## src/rtl/apb_fifo_bridge_pkg.sv

```systemverilog
// apb_fifo_bridge shared types: FSM states, register map and STATUS bits.
// Imported by the bridge RTL and its bench.
package apb_fifo_pkg;

  typedef enum logic [2:0] {
    IDLE,
    WR_WAIT,
    RD_POP,
    RD_CAP,
    RESP
  } state_t;

  localparam logic [1:0] REG_DATA   = 2'd0;
  localparam logic [1:0] REG_STATUS = 2'd1;

  localparam int ST_TX_FULL  = 0;
  localparam int ST_RX_EMPTY = 1;
  localparam int ST_ERR      = 2;

  function automatic int ch_bits(input int n);
    return (n > 1) ? $clog2(n) : 1;
  endfunction

endpackage

```

## src/rtl/apb_fifo_bridge_if.sv

```systemverilog
// APB bus bundle for apb_fifo_bridge.
// master drives the request, slave returns data/ready/error.
interface apb_fifo_bridge_if #(
  parameter int PADDR_WIDTH = 32,
  parameter int PDATA_WIDTH = 32
);
  logic                   psel;
  logic                   penable;
  logic                   pwrite;
  logic [PADDR_WIDTH-1:0] paddr;
  logic [PDATA_WIDTH-1:0] pwdata;
  logic [PDATA_WIDTH-1:0] prdata;
  logic                   pready;
  logic                   pslverr;

  modport master (
    output psel, penable, pwrite, paddr, pwdata,
    input  prdata, pready, pslverr
  );

  modport slave (
    input  psel, penable, pwrite, paddr, pwdata,
    output prdata, pready, pslverr
  );
endinterface

```

## src/rtl/apb_fifo_bridge.sv

```systemverilog
// APB slave turning DATA/STATUS register accesses into per-channel FIFO strobes.
// Optional APB_FIFO_BRIDGE_WAIT_EN: stall full/empty DATA accesses up to TIMEOUT cycles.
module apb_fifo_bridge
  import apb_fifo_pkg::*;
#(
  parameter int PDATA_WIDTH = 32,
  parameter int PADDR_WIDTH = 32,
  parameter int FDATA_WIDTH = 32,
  parameter int NUM_CH      = 4,
  parameter int TIMEOUT     = 16
) (
  input  logic                          pclk,
  input  logic                          preset_n,
  apb_fifo_bridge_if.slave              apb,
  input  logic [NUM_CH-1:0]             tx_full,
  output logic [NUM_CH*FDATA_WIDTH-1:0] tx_wdata,
  output logic [NUM_CH-1:0]             tx_wrn,
  input  logic [NUM_CH-1:0]             rx_empty,
  input  logic [NUM_CH*FDATA_WIDTH-1:0] rx_rdata,
  output logic [NUM_CH-1:0]             rx_rdn
);

  localparam int CW = ch_bits(NUM_CH);
  localparam int FW = FDATA_WIDTH;
  localparam int PW = PDATA_WIDTH;

  typedef logic [NUM_CH-1:0][FW-1:0] lanes_t;

  state_t                 state, state_n;
  logic [PADDR_WIDTH-1:0] addr;
  logic [3:0]             a_chf;
  logic [CW-1:0]          a_ch, ch, ch_n;
  logic [1:0]             a_reg;
  logic                   a_vld, req;
  logic [PW-1:0]          prdata_q, prdata_n;
  logic                   pready_q, pready_n;
  logic                   pslverr_q, pslverr_n;
  logic [NUM_CH-1:0]      tx_wrn_n, rx_rdn_n;
  logic [NUM_CH-1:0]      sticky, sticky_n;
  lanes_t                 txd_q, rxd;
  logic [FW-1:0]          txd_n;
  logic                   tx_ld;
  logic                   err, err_wr, err_vld;
  logic                   unused;

`ifdef APB_FIFO_BRIDGE_WAIT_EN
  localparam int TW = $clog2(TIMEOUT + 1);
  logic [TW-1:0] cnt, cnt_n;
  logic          wr_q, wr_n;
  logic [FW-1:0] wd_q, wd_n;
`else
  localparam int unused_timeout = TIMEOUT;
`endif

  assign addr   = apb.paddr;
  assign a_chf  = addr[7:4];
  assign a_ch   = addr[4+CW-1:4];
  assign a_reg  = addr[3:2];
  // Range check spans the whole 16-slot map so unpopulated slots fault.
  assign a_vld  = {28'd0, a_chf} < 32'(NUM_CH);
  assign req    = apb.psel && apb.penable && !pready_q;
  assign rxd    = rx_rdata;
  assign unused = ^{addr, apb.pwdata};

  always_comb begin
    state_n   = state;
    ch_n      = ch;
    prdata_n  = prdata_q;
    pready_n  = 1'b0;
    pslverr_n = 1'b0;
    tx_wrn_n  = '0;
    rx_rdn_n  = '0;
    sticky_n  = sticky;
    txd_n     = apb.pwdata[FW-1:0];
    tx_ld     = 1'b0;
    err       = 1'b0;
    err_wr    = apb.pwrite;
    err_vld   = a_vld;
`ifdef APB_FIFO_BRIDGE_WAIT_EN
    cnt_n = cnt;
    wr_n  = wr_q;
    wd_n  = wd_q;
`endif
    unique case (state)
      IDLE: begin
        if (req) begin
          ch_n = a_ch;
`ifdef APB_FIFO_BRIDGE_WAIT_EN
          wr_n  = apb.pwrite;
          wd_n  = apb.pwdata[FW-1:0];
          cnt_n = '0;
`endif
          if (!a_vld || a_reg[1]) begin
            err = 1'b1;
          end else if (a_reg == REG_STATUS) begin
            pready_n = 1'b1;
            state_n  = RESP;
            if (!apb.pwrite) begin
              prdata_n              = '0;
              prdata_n[ST_TX_FULL]  = tx_full[a_ch];
              prdata_n[ST_RX_EMPTY] = rx_empty[a_ch];
              prdata_n[ST_ERR]      = sticky[a_ch];
            end else if (apb.pwdata[ST_ERR]) begin
              sticky_n[a_ch] = 1'b0;
            end
          end else if (apb.pwrite && !tx_full[a_ch]) begin
            tx_wrn_n[a_ch] = 1'b1;
            tx_ld          = 1'b1;
            pready_n       = 1'b1;
            state_n        = RESP;
          end else if (!apb.pwrite && !rx_empty[a_ch]) begin
            rx_rdn_n[a_ch] = 1'b1;
            state_n        = RD_POP;
          end else begin
`ifdef APB_FIFO_BRIDGE_WAIT_EN
            state_n = WR_WAIT;
`else
            err = 1'b1;
`endif
          end
        end
      end
      WR_WAIT: begin
`ifdef APB_FIFO_BRIDGE_WAIT_EN
        err_wr  = wr_q;
        err_vld = 1'b1;
        txd_n   = wd_q;
        if (wr_q && !tx_full[ch]) begin
          tx_wrn_n[ch] = 1'b1;
          tx_ld        = 1'b1;
          pready_n     = 1'b1;
          state_n      = RESP;
        end else if (!wr_q && !rx_empty[ch]) begin
          rx_rdn_n[ch] = 1'b1;
          state_n      = RD_POP;
        end else if (cnt == TW'(TIMEOUT - 1)) begin
          err = 1'b1;
        end else begin
          cnt_n = cnt + TW'(1);
        end
`else
        state_n = IDLE;
`endif
      end
      RD_POP: state_n = RD_CAP;
      RD_CAP: begin
        prdata_n = PW'(rxd[ch]);
        pready_n = 1'b1;
        state_n  = RESP;
      end
      RESP:    state_n = IDLE;
      default: state_n = IDLE;
    endcase
    if (err) begin
      pready_n  = 1'b1;
      pslverr_n = 1'b1;
      state_n   = RESP;
      if (!err_wr) prdata_n = '0;
      if (err_vld) sticky_n[ch_n] = 1'b1;
    end
  end

  always_ff @(posedge pclk or negedge preset_n) begin
    if (!preset_n) begin
      state     <= IDLE;
      ch        <= '0;
      prdata_q  <= '0;
      pready_q  <= 1'b0;
      pslverr_q <= 1'b0;
      tx_wrn    <= '0;
      rx_rdn    <= '0;
      txd_q     <= '0;
      sticky    <= '0;
`ifdef APB_FIFO_BRIDGE_WAIT_EN
      cnt       <= '0;
      wr_q      <= 1'b0;
      wd_q      <= '0;
`endif
    end else begin
      state     <= state_n;
      ch        <= ch_n;
      prdata_q  <= prdata_n;
      pready_q  <= pready_n;
      pslverr_q <= pslverr_n;
      tx_wrn    <= tx_wrn_n;
      rx_rdn    <= rx_rdn_n;
      sticky    <= sticky_n;
      if (tx_ld) txd_q[ch_n] <= txd_n;
`ifdef APB_FIFO_BRIDGE_WAIT_EN
      cnt       <= cnt_n;
      wr_q      <= wr_n;
      wd_q      <= wd_n;
`endif
    end
  end

  assign tx_wdata    = txd_q;
  assign apb.prdata  = prdata_q;
  assign apb.pready  = pready_q;
  assign apb.pslverr = pslverr_q;

endmodule

```

## src/flat_wrapper.sv

```systemverilog
// flat-port wrapper written by rule: the top's interface ports become plain ports
module apb_fifo_bridge_flat import apb_fifo_pkg::*;
#(
  parameter int PDATA_WIDTH = 32,
  parameter int PADDR_WIDTH = 32,
  parameter int FDATA_WIDTH = 32,
  parameter int NUM_CH      = 4,
  parameter int TIMEOUT     = 16
)
  (pclk, preset_n, tx_full, tx_wdata, tx_wrn, rx_empty, rx_rdata, rx_rdn, apb_psel, apb_penable, apb_pwrite, apb_paddr, apb_pwdata, apb_prdata, apb_pready, apb_pslverr);
  apb_fifo_bridge_if #(.PADDR_WIDTH(PADDR_WIDTH), .PDATA_WIDTH(PDATA_WIDTH)) apb_i ();
  input  logic pclk;
  input  logic preset_n;
  input  logic [NUM_CH-1:0] tx_full;
  output logic [NUM_CH*FDATA_WIDTH-1:0] tx_wdata;
  output logic [NUM_CH-1:0] tx_wrn;
  input  logic [NUM_CH-1:0] rx_empty;
  input  logic [NUM_CH*FDATA_WIDTH-1:0] rx_rdata;
  output logic [NUM_CH-1:0] rx_rdn;
  input wire logic [$bits(apb_i.psel)-1:0] apb_psel;
  input wire logic [$bits(apb_i.penable)-1:0] apb_penable;
  input wire logic [$bits(apb_i.pwrite)-1:0] apb_pwrite;
  input wire logic [$bits(apb_i.paddr)-1:0] apb_paddr;
  input wire logic [$bits(apb_i.pwdata)-1:0] apb_pwdata;
  output wire logic [$bits(apb_i.prdata)-1:0] apb_prdata;
  output wire logic [$bits(apb_i.pready)-1:0] apb_pready;
  output wire logic [$bits(apb_i.pslverr)-1:0] apb_pslverr;
  assign apb_i.psel = apb_psel;
  assign apb_i.penable = apb_penable;
  assign apb_i.pwrite = apb_pwrite;
  assign apb_i.paddr = apb_paddr;
  assign apb_i.pwdata = apb_pwdata;
  assign apb_prdata = apb_i.prdata;
  assign apb_pready = apb_i.pready;
  assign apb_pslverr = apb_i.pslverr;
  apb_fifo_bridge #(.PDATA_WIDTH(PDATA_WIDTH), .PADDR_WIDTH(PADDR_WIDTH), .FDATA_WIDTH(FDATA_WIDTH), .NUM_CH(NUM_CH), .TIMEOUT(TIMEOUT)) u_core (.pclk(pclk), .preset_n(preset_n), .apb(apb_i), .tx_full(tx_full), .tx_wdata(tx_wdata), .tx_wrn(tx_wrn), .rx_empty(rx_empty), .rx_rdata(rx_rdata), .rx_rdn(rx_rdn));
endmodule
```

## config.mk

```make
export PLATFORM = sky130hd
export DESIGN_NAME = apb_fifo_bridge_flat
export DESIGN_NICKNAME = d
export VERILOG_FILES = /design/src/rtl/apb_fifo_bridge_pkg.sv /design/src/rtl/apb_fifo_bridge_if.sv /design/src/rtl/apb_fifo_bridge.sv /design/src/flat_wrapper.sv
export SDC_FILE = /design/constraint.sdc
export NUM_CORES = 1
export LEC_CHECK = 0
export CORE_AREA = 2 2 185 114
export CTS_CLUSTER_DIAMETER = 150
export DETAILED_ROUTE_END_ITERATION = 10
export DIE_AREA = 0 0 187 116
export PLACE_DENSITY = 0.78
export SLEW_MARGIN = 15
export SYNTH_ARGS = -nofsm -noshare
export SYNTH_HDL_FRONTEND = slang
export SYNTH_SLANG_ARGS = --single-unit
```

## constraint.sdc

```tcl
create_clock -name pclk -period 2.4 [get_ports pclk]
set_input_delay 0.24 -clock pclk [delete_from_list [all_inputs] [get_ports pclk]]
set_output_delay 0.24 -clock pclk [all_outputs]
set_load 0.005 [all_outputs]
```

==> results.rst, run 1 <==
.. list-table::
   :header-rows: 1

   * - Metric
     - Value
   * - Post-synthesis simple-gate area fraction
     - approximately 7.3%
   * - Most instantiated flip-flop cell in the synthesis netlist
     - dfrtp_1
   * - TritonCTS clock tree
     - yes
   * - CP Capture Type
     - flop
   * - Share of async-settable or async-resettable flops after synthesis
     - 100%
   * - Peak fanout along the critical path
     - 32
   * - Count of unique library cells instantiated by Yosys
     - 41
   * - Wire length of the first global-routing pass
     - about 37,000 µm
   * - Clock transition at the registers of the reported paths
     - approximately 60 ps
   * - Cell area after synthesis
     - 0.00792 mm²
   * - Clock period minus final worst setup slack
     - around 2300 ps
   * - Sum of overflow across all layers after global routing
     - 0
   * - Final layout net count
     - 1,116
   * - XOR/XNOR share of the synthesized area
     - 0%
   * - Power density relative to cell area
     - between 500 and 600 mW/mm²
   * - Most instantiated cells after synthesis
     - dfrtp_1, mux2_2, mux4_2, nand3_1, a21oi_1
   * - Detailed placer's ending HPWL
     - 18,000 µm
   * - Number of enable flip-flop cells after synthesis
     - 0
   * - Number of endpoints failing setup at the final stage
     - 0
   * - Largest family of logic cells by synthesized area
     - multiplexers
   * - # fillers
     - approximately 1,600
   * - Core Footprint
     - 0.0199 mm²
   * - Maximum count of clock buffers along a single path
     - 2
   * - Worst max-slew margin expressed relative to the limit
     - 57.6%
   * - Total of warnings raised by yosys
     - 0
   * - Share of synthesized area spent on multiplexers
     - 30.1%
   * - Post-Syn Area per Cell
     - 14.6 µm²
   * - Share of cells above drive strength 1
     - about 23%
   * - Final-layout setup total negative slack
     - 0 ps
   * - Clock tree skew after final layout
     - 10.8 ps
   * - DP Worst Slack
     - -325 ps
   * - Die Outline Area
     - 0.0217 mm²
   * - Initial antenna violation count
     - 0
   * - Post-synthesis share of cell area spent on full adders, half adders and majority gates
     - 0%
   * - Initial standard-cell utilization of the core
     - 39.8%
   * - Pin count of the biggest net entering global routing
     - 68
   * - Startpoint kind of the worst setup timing path
     - flop
   * - Tcrit/Tclk final
     - 96.1%
   * - Run status
     - completed
   * - Total length of routed wires
     - around 23,000 µm
   * - Net count after synthesis
     - 747
   * - Final Slew Violations
     - 0
   * - Top cell type by total area after synthesis
     - dfrtp_1
   * - Post-CTS Hold Fix Bufs
     - 1
   * - Post-CTS Resized
     - 0
   * - Required @ worst endpoint
     - 2710 ps
   * - RSZ-0062 raised after global routing
     - false
   * - Final hold vios
     - 0
   * - Horizontal die dimension
     - 187 µm
   * - Total CTS buffers
     - 17
   * - Area overhead of the layout relative to synthesis
     - 58.1%
   * - Average detailed-routed wire length per instance
     - 19.5 µm
   * - Post-synthesis sequential area ratio
     - 56.6%
   * - Worst vdd ir
     - between 0.4 and 0.5 mV
   * - Number of DRC markers in iteration 0
     - between 300 and 400
   * - Post-route antenna net violation count
     - 0
   * - Crit Path Class
     - flop to flop
   * - Leakage power
     - approximately 0.0056 µW
   * - Depth of the most critical reg-to-reg path
     - 5
   * - Number of diodes added for antenna fixing
     - 0
   * - Number of iterations in the first detailed-routing pass
     - 5
   * - Endpoint arrival time on the critical path
     - around 2600 ps
   * - Proportion of netlist area held by the largest area contributor
     - 56.6%
   * - Total number of H-tree levels
     - 4
   * - Largest stage delay on the critical path
     - 730 ps
   * - Count of unresolved DRC violations after routing
     - 0
   * - Sinks on the clock net
     - around 180
   * - Number of maximum-capacitance violations
     - 0
   * - Vias
     - 6,070
   * - Synthesized-area fraction occupied by ao, oa, aoi and oai cells
     - 3.51%
   * - Most used standard cell by instance count after synthesis
     - dfrtp_1
   * - GP Congestion
     - a little under 0.9
   * - Post-CTS repair timing setup buffer count
     - 0
   * - I/O pin cnt
     - 375
   * - Least-Margin Pin Slew
     - 627 ps
   * - Slowest library cell on the worst path
     - or4_2
   * - Global routing usage summed across all routing layers
     - 22.3%
   * - Cell family with most CP delay
     - simple AND/OR/NAND/NOR gates
   * - Worst-Skew Late Latency
     - 430 ps
   * - Height of the chip
     - 116 µm
   * - Path class of the lowest-slack min-delay path
     - input port to async pin
   * - Min setup slack post-route
     - ~92 ps
   * - Gate count after technology mapping
     - roughly 540
   * - Row cnt
     - 40
   * - Chain of cells forming the critical path
     - and4bb_2 > nand3_1 > or4_2 > buf_12 > mux2_4
   * - Total buffers and inverters traversed by the critical path
     - 1
   * - Number of cells on the critical path
     - 5
   * - Total of flip-flops plus latches after synthesis
     - 179
   * - FMAX
     - roughly 430 MHz
   * - Worst slack on hold paths
     - around 280 ps
   * - Number of vias per cell
     - 5.08
   * - Vias in the first global route
     - 6,359
   * - Cell types with the largest area share after synthesis
     - dfrtp_1, mux4_2, mux2_2, mux2_4, mux2_1
   * - Clock Root Buffer
     - clkbuf_16
   * - Input/output buffers
     - 348
## layout by cell type (no fill, tap or decap), types with 3 or more instances in the layout
cell,n
nand2b_1,4
buf_4,30
buf_12,8
clkinv_2,4
clkinv_4,3
o21ai_0,8
clkbuf_16,17
clkdlybuf4s50_1,347
mux4_2,35
mux2_2,68
a21oi_1,34
mux2_4,30
mux2_1,32
a22oi_1,4
nor2_1,8
dfrtp_1,178
nand2_1,32
nand3_1,34
## report_power, final
| part | internal (µW) | leakage (µW) | switching, µW |
|---|---|---|---|
| registers | 3100 | 0.00248 | 65.8 |
| logic | 735 | 0.00285 | 416 |
| clock network | 1450 | 0.000269 | 1160 |
| total | 5290 | 0.00560 | 1640 |
## layout make-up
class                   instances  area (µm²)  share of cell area (%)
flip-flops and latches        179        4480                    35.8
repair buffers                387        3880                    31.0
multi-input cells             326        3260                    26.1
clock buffers                  19         443                    3.54
well taps                     273         342                    2.73
clock inverters                12         109                   0.870
## worst reg2reg max path, delay by kind of cell (launching register included)
| kind | cells | cell delay (ps) |
|---|---|---|
| and+or+nand+nor | 3 | 1200 |
| DFF | 1 | 390 |
| muxes | 1 | 380 |
| buffers and inverters | 1 | 210 |
## metrics by stage
step / cells / instance area [µm²] / utilization (%) / power [µW]
after floorplan: 542 / 7920 / - / 3720
after global placement: 1164 / 12000 / 60.2 / 4370
after detailed placement: 1164 / 12000 / 60.2 / 4380
after CTS: 1196 / 12500 / 63.0 / 7020
after global routing: 1196 / 12500 / 63.0 / 7240
final: 1196 / 12500 / 63.0 / 6930
## routing by layer
| layer | global-route usage (%) | vias up | part of all wire, % |
|---|---|---|---|
| met5 | 0 | - | 0 |
| met4 | 5.13 | 0 | 0.83 |
| met3 | 6.27 | 20 | 6.7 |
| met2 | 34.1 | 221 | 46 |
| met1 | 31.7 | 3076 | 47 |
| li1 | - | 2753 | - |
## flip-flops by register name, summed over array words and instances, names as in the netlist
register,flops
u_core.apb.pready,1
u_core.state,3
u_core.ch,2
u_core.rx_rdn,4
u_core.apb.prdata,32
u_core.tx_wrn,4
u_core.tx_wdata,128
u_core.apb.pslverr,1
u_core.sticky,4
## kinds of logic (layout without fill, tap and decap cells)
kind of cell / count (synthesis) / in the layout
buffers and inverters: 37 / 418
AOI/OAI and AO/OA: 51 / 51
DFF: 179 / 179
muxes: 167 / 167
and+or+nand+nor: 108 / 108
## path summary, 6_finish.rpt
path,startpoint,end,slack (ps)
worst max-delay path,u_core.apb.pready$_DFF_PN0_,u_core.tx_wdata[40]$_DFFE_PN0P_,90
worst min-delay path,preset_n,u_core.apb.prdata[29]$_DFF_PN0_,280
worst max register to register,u_core.apb.pready$_DFF_PN0_,u_core.tx_wdata[40]$_DFFE_PN0P_,90
worst min register to register,u_core.tx_wdata[67]$_DFFE_PN0P_,u_core.tx_wdata[67]$_DFFE_PN0P_,490
max in group asynchronous,preset_n,u_core.tx_wdata[69]$_DFFE_PN0P_,1440
min in group pclk,u_core.tx_wdata[67]$_DFFE_PN0P_,u_core.tx_wdata[67]$_DFFE_PN0P_,490
No activity file was read; power rests on OpenSTA's default activity.
==> run 2, diff against run 1 <==
--- a/config.mk
+++ b/config.mk
@@ -6,6 +6,7 @@
 export NUM_CORES = 1
 export LEC_CHECK = 0
 export CORE_AREA = 2 2 185 114
+export CTS_BUF_LIST = sky130_fd_sc_hd__clkbuf_4
 export CTS_CLUSTER_DIAMETER = 150
 export DETAILED_ROUTE_END_ITERATION = 10
 export DIE_AREA = 0 0 187 116
==> results.rst, run 2 (synthesized netlist as in run 1, its figures left out) <==
.. list-table::
   :header-rows: 1

   * - Metric
     - Value
   * - Post-route antenna net violation count
     - 0 (unchanged)
   * - Final layout net count
     - 1,116 (unchanged)
   * - Startpoint kind of the worst setup timing path
     - flop (unchanged)
   * - Peak fanout along the critical path
     - 32 (unchanged)
   * - CP Capture Type
     - flop (unchanged)
   * - Area overhead of the layout relative to synthesis
     - 54.3% (was 58.1%)
   * - Least-Margin Pin Slew
     - 618 ps (was 627 ps)
   * - Crit Path Class
     - flop to flop (unchanged)
   * - TritonCTS clock tree
     - yes (unchanged)
   * - Row cnt
     - 40 (unchanged)
   * - Flip-flop count of the largest register after layout
     - 128 (unchanged)
   * - Horizontal die dimension
     - 187 µm (unchanged)
   * - Sinks on the clock net
     - 179 (unchanged)
   * - Run status
     - completed (unchanged)
   * - Wire length of the first global-routing pass
     - 36,500 µm (was 36,900 µm)
   * - Worst max-slew margin expressed relative to the limit
     - 58.2% (was 57.6%)
   * - Detailed placer's ending HPWL
     - 18,000 µm (unchanged)
   * - Clock period minus final worst setup slack
     - 2290 ps (was 2310 ps)
   * - Height of the chip
     - 116 µm (unchanged)
   * - Initial standard-cell utilization of the core
     - 39.8% (unchanged)
   * - Number of vias per cell
     - 5.06 (was 5.08)
   * - Vias
     - 6,064 (was 6,070)
   * - Pin count of the biggest net entering global routing
     - 68 (unchanged)
   * - Clock tree skew after final layout
     - 19.4 ps (was 10.8 ps)
   * - Total buffers and inverters traversed by the critical path
     - 1 (unchanged)
   * - Leakage power
     - 0.00547 µW (was 0.00560 µW)
   * - Final Slew Violations
     - 0 (unchanged)
   * - Required @ worst endpoint
     - 2860 ps (was 2710 ps)
   * - Global routing usage summed across all routing layers
     - 22.1% (was 22.3%)
   * - Total instance count after detailed placement
     - 1,164 (unchanged)
   * - Number of iterations in the first detailed-routing pass
     - 5 (unchanged)
   * - Final hold vios
     - 0 (unchanged)
   * - Power density relative to cell area
     - 481 mW/mm² (was 554 mW/mm²)
   * - Post-CTS Hold Fix Bufs
     - 1 (unchanged)
   * - Average detailed-routed wire length per instance
     - 19.3 µm (was 19.5 µm)
   * - I/O pin cnt
     - 375 (unchanged)
   * - Final cell utilization of the core
     - 61.5% (was 63.0%)
   * - Initial antenna violation count
     - 1 (was 0)
   * - Endpoint arrival time on the critical path
     - 2740 ps (was 2610 ps)
   * - Slowest library cell on the worst path
     - or4_2 (unchanged)
   * - GP Congestion
     - 0.866 (unchanged)
   * - Vias in the first global route
     - 6,316 (was 6,359)
   * - Total CTS buffers
     - 17 (unchanged)
   * - Commonest cells after routing, fill and taps aside
     - clkdlybuf4s50_1, dfrtp_1, mux2_2 (unchanged)
   * - Total length of routed wires
     - 23,100 µm (was 23,400 µm)
   * - Path class of the lowest-slack min-delay path
     - input port to async pin (unchanged)
   * - Chain of cells forming the critical path
     - and4bb_2 > nand3_1 > or4_2 > buf_12 > mux2_4 (unchanged)
   * - Sum of overflow across all layers after global routing
     - 0 (unchanged)
   * - Clock Root Buffer
     - clkbuf_4 (was clkbuf_16)
   * - Worst-Skew Late Latency
     - 570 ps (was 430 ps)
   * - Clock transition at the registers of the reported paths
     - 150 ps (was 60 ps)
   * - Die Outline Area
     - 0.0217 mm² (unchanged)
   * - Maximum count of clock buffers along a single path
     - 2 (unchanged)
   * - Number of DRC markers in iteration 0
     - 309 (was 316)
   * - Cell family with most CP delay
     - simple AND/OR/NAND/NOR gates (unchanged)
   * - Total number of H-tree levels
     - 4 (unchanged)
   * - Post-CTS Resized
     - 0 (unchanged)
   * - Worst setup path start
     - u_core.apb.pready$_DFF_PN0_ (unchanged)
   * - Share of cells above drive strength 1
     - 23.0% (unchanged)
   * - RSZ-0062 raised after global routing
     - false (unchanged)
   * - Count of unresolved DRC violations after routing
     - 0 (unchanged)
   * - Worst slack on hold paths
     - 112 ps (was 278 ps)
   * - Commonest non-fill, non-tap cell in the layout
     - clkdlybuf4s50_1 (unchanged)
   * - Startpoint of the lowest-slack register-to-register path
     - u_core.apb.pready$_DFF_PN0_ (unchanged)
   * - Number of endpoints failing setup at the final stage
     - 0 (unchanged)
   * - Tcrit/Tclk final
     - 95.3% (was 96.1%)
   * - Reg2Reg Setup Slack
     - 110 ps (was 90 ps)
   * - Post-route non-filler standard cell count
     - 1,198 (was 1,196)
   * - Input/output buffers
     - 348 (unchanged)
   * - Worst vdd ir
     - 0.256 mV (was 0.423 mV)
   * - Post-CTS repair timing setup buffer count
     - 0 (unchanged)
   * - FMAX
     - 437 MHz (was 433 MHz)
   * - Core Footprint
     - 0.0199 mm² (unchanged)
   * - Number of maximum-capacitance violations
     - 0 (unchanged)
   * - Largest stage delay on the critical path
     - 720 ps (was 730 ps)
run 2: cell types whose count changed in the layout (fill, tap and decap cells not counted), sizes merged:
cell and change:
clkbuf -1, clkinv +1, diode +2
run 2: final timing paths:
path                                                   endpoint  cells past startpoint
worst max-delay path            u_core.tx_wdata[41]$_DFFE_PN0P_                      5
worst min-delay path            u_core.apb.prdata[16]$_DFF_PN0_                      2
worst max register to register  u_core.tx_wdata[41]$_DFFE_PN0P_                      5
worst min register to register  u_core.tx_wdata[67]$_DFFE_PN0P_                      1
max in group asynchronous       u_core.tx_wdata[69]$_DFFE_PN0P_                      3
min in group pclk               u_core.tx_wdata[93]$_DFFE_PN0P_                      2
run 2: layout make-up:
type	count	area, µm²
fill	1611	7650
tap	273	342
clock buffer	18	135
timing repair buffer	387	3880
sequential	179	4480
multi-input combinational	326	3260
antenna	2	5.00
clock inverter	13	113
run 2: per-layer routing:
metal  global-route usage (%)  wire, µm  vias to the layer above
met2                     33.1     10300                      213
met1                     31.9     11200                     3071
li1                         -         -                     2761
met3                     5.94      1420                       19
met5                        0         0                        -
met4                     5.98       238                        0
run 2: power by group:
group	internal [µW]	total, µW	leakage [µW]	switching [µW]
logic	735	1150	0.00285	416
clock network	519	1560	0.000136	1040
registers	3100	3160	0.00248	65.6
total	4350	5880	0.00547	1530
run 2: stage by stage:
stage | total power, µW | TNS [ps] | instance area, µm² | worst slack, ps
finish | 5880 | 0 | 12200 | 112
global placement | 4370 | -29830 | 12000 | -283
CTS | 5970 | 0 | 12200 | 98.1
floorplan | 3720 | 0 | 7920 | 253
global route | 6170 | 0 | 12200 | 19.3
detailed placement | 4380 | -36760 | 12000 | -325
==> run 3, diff against run 2 <==
--- a/config.mk
+++ b/config.mk
@@ -11,7 +11,7 @@
 export DETAILED_ROUTE_END_ITERATION = 10
 export DIE_AREA = 0 0 187 116
 export PLACE_DENSITY = 0.78
-export SLEW_MARGIN = 15
+export SLEW_MARGIN = 20
 export SYNTH_ARGS = -nofsm -noshare
 export SYNTH_HDL_FRONTEND = slang
 export SYNTH_SLANG_ARGS = --single-unit
==> results of run 3 <==
The final DEF is identical to that of run 2; final timing and power are the same.
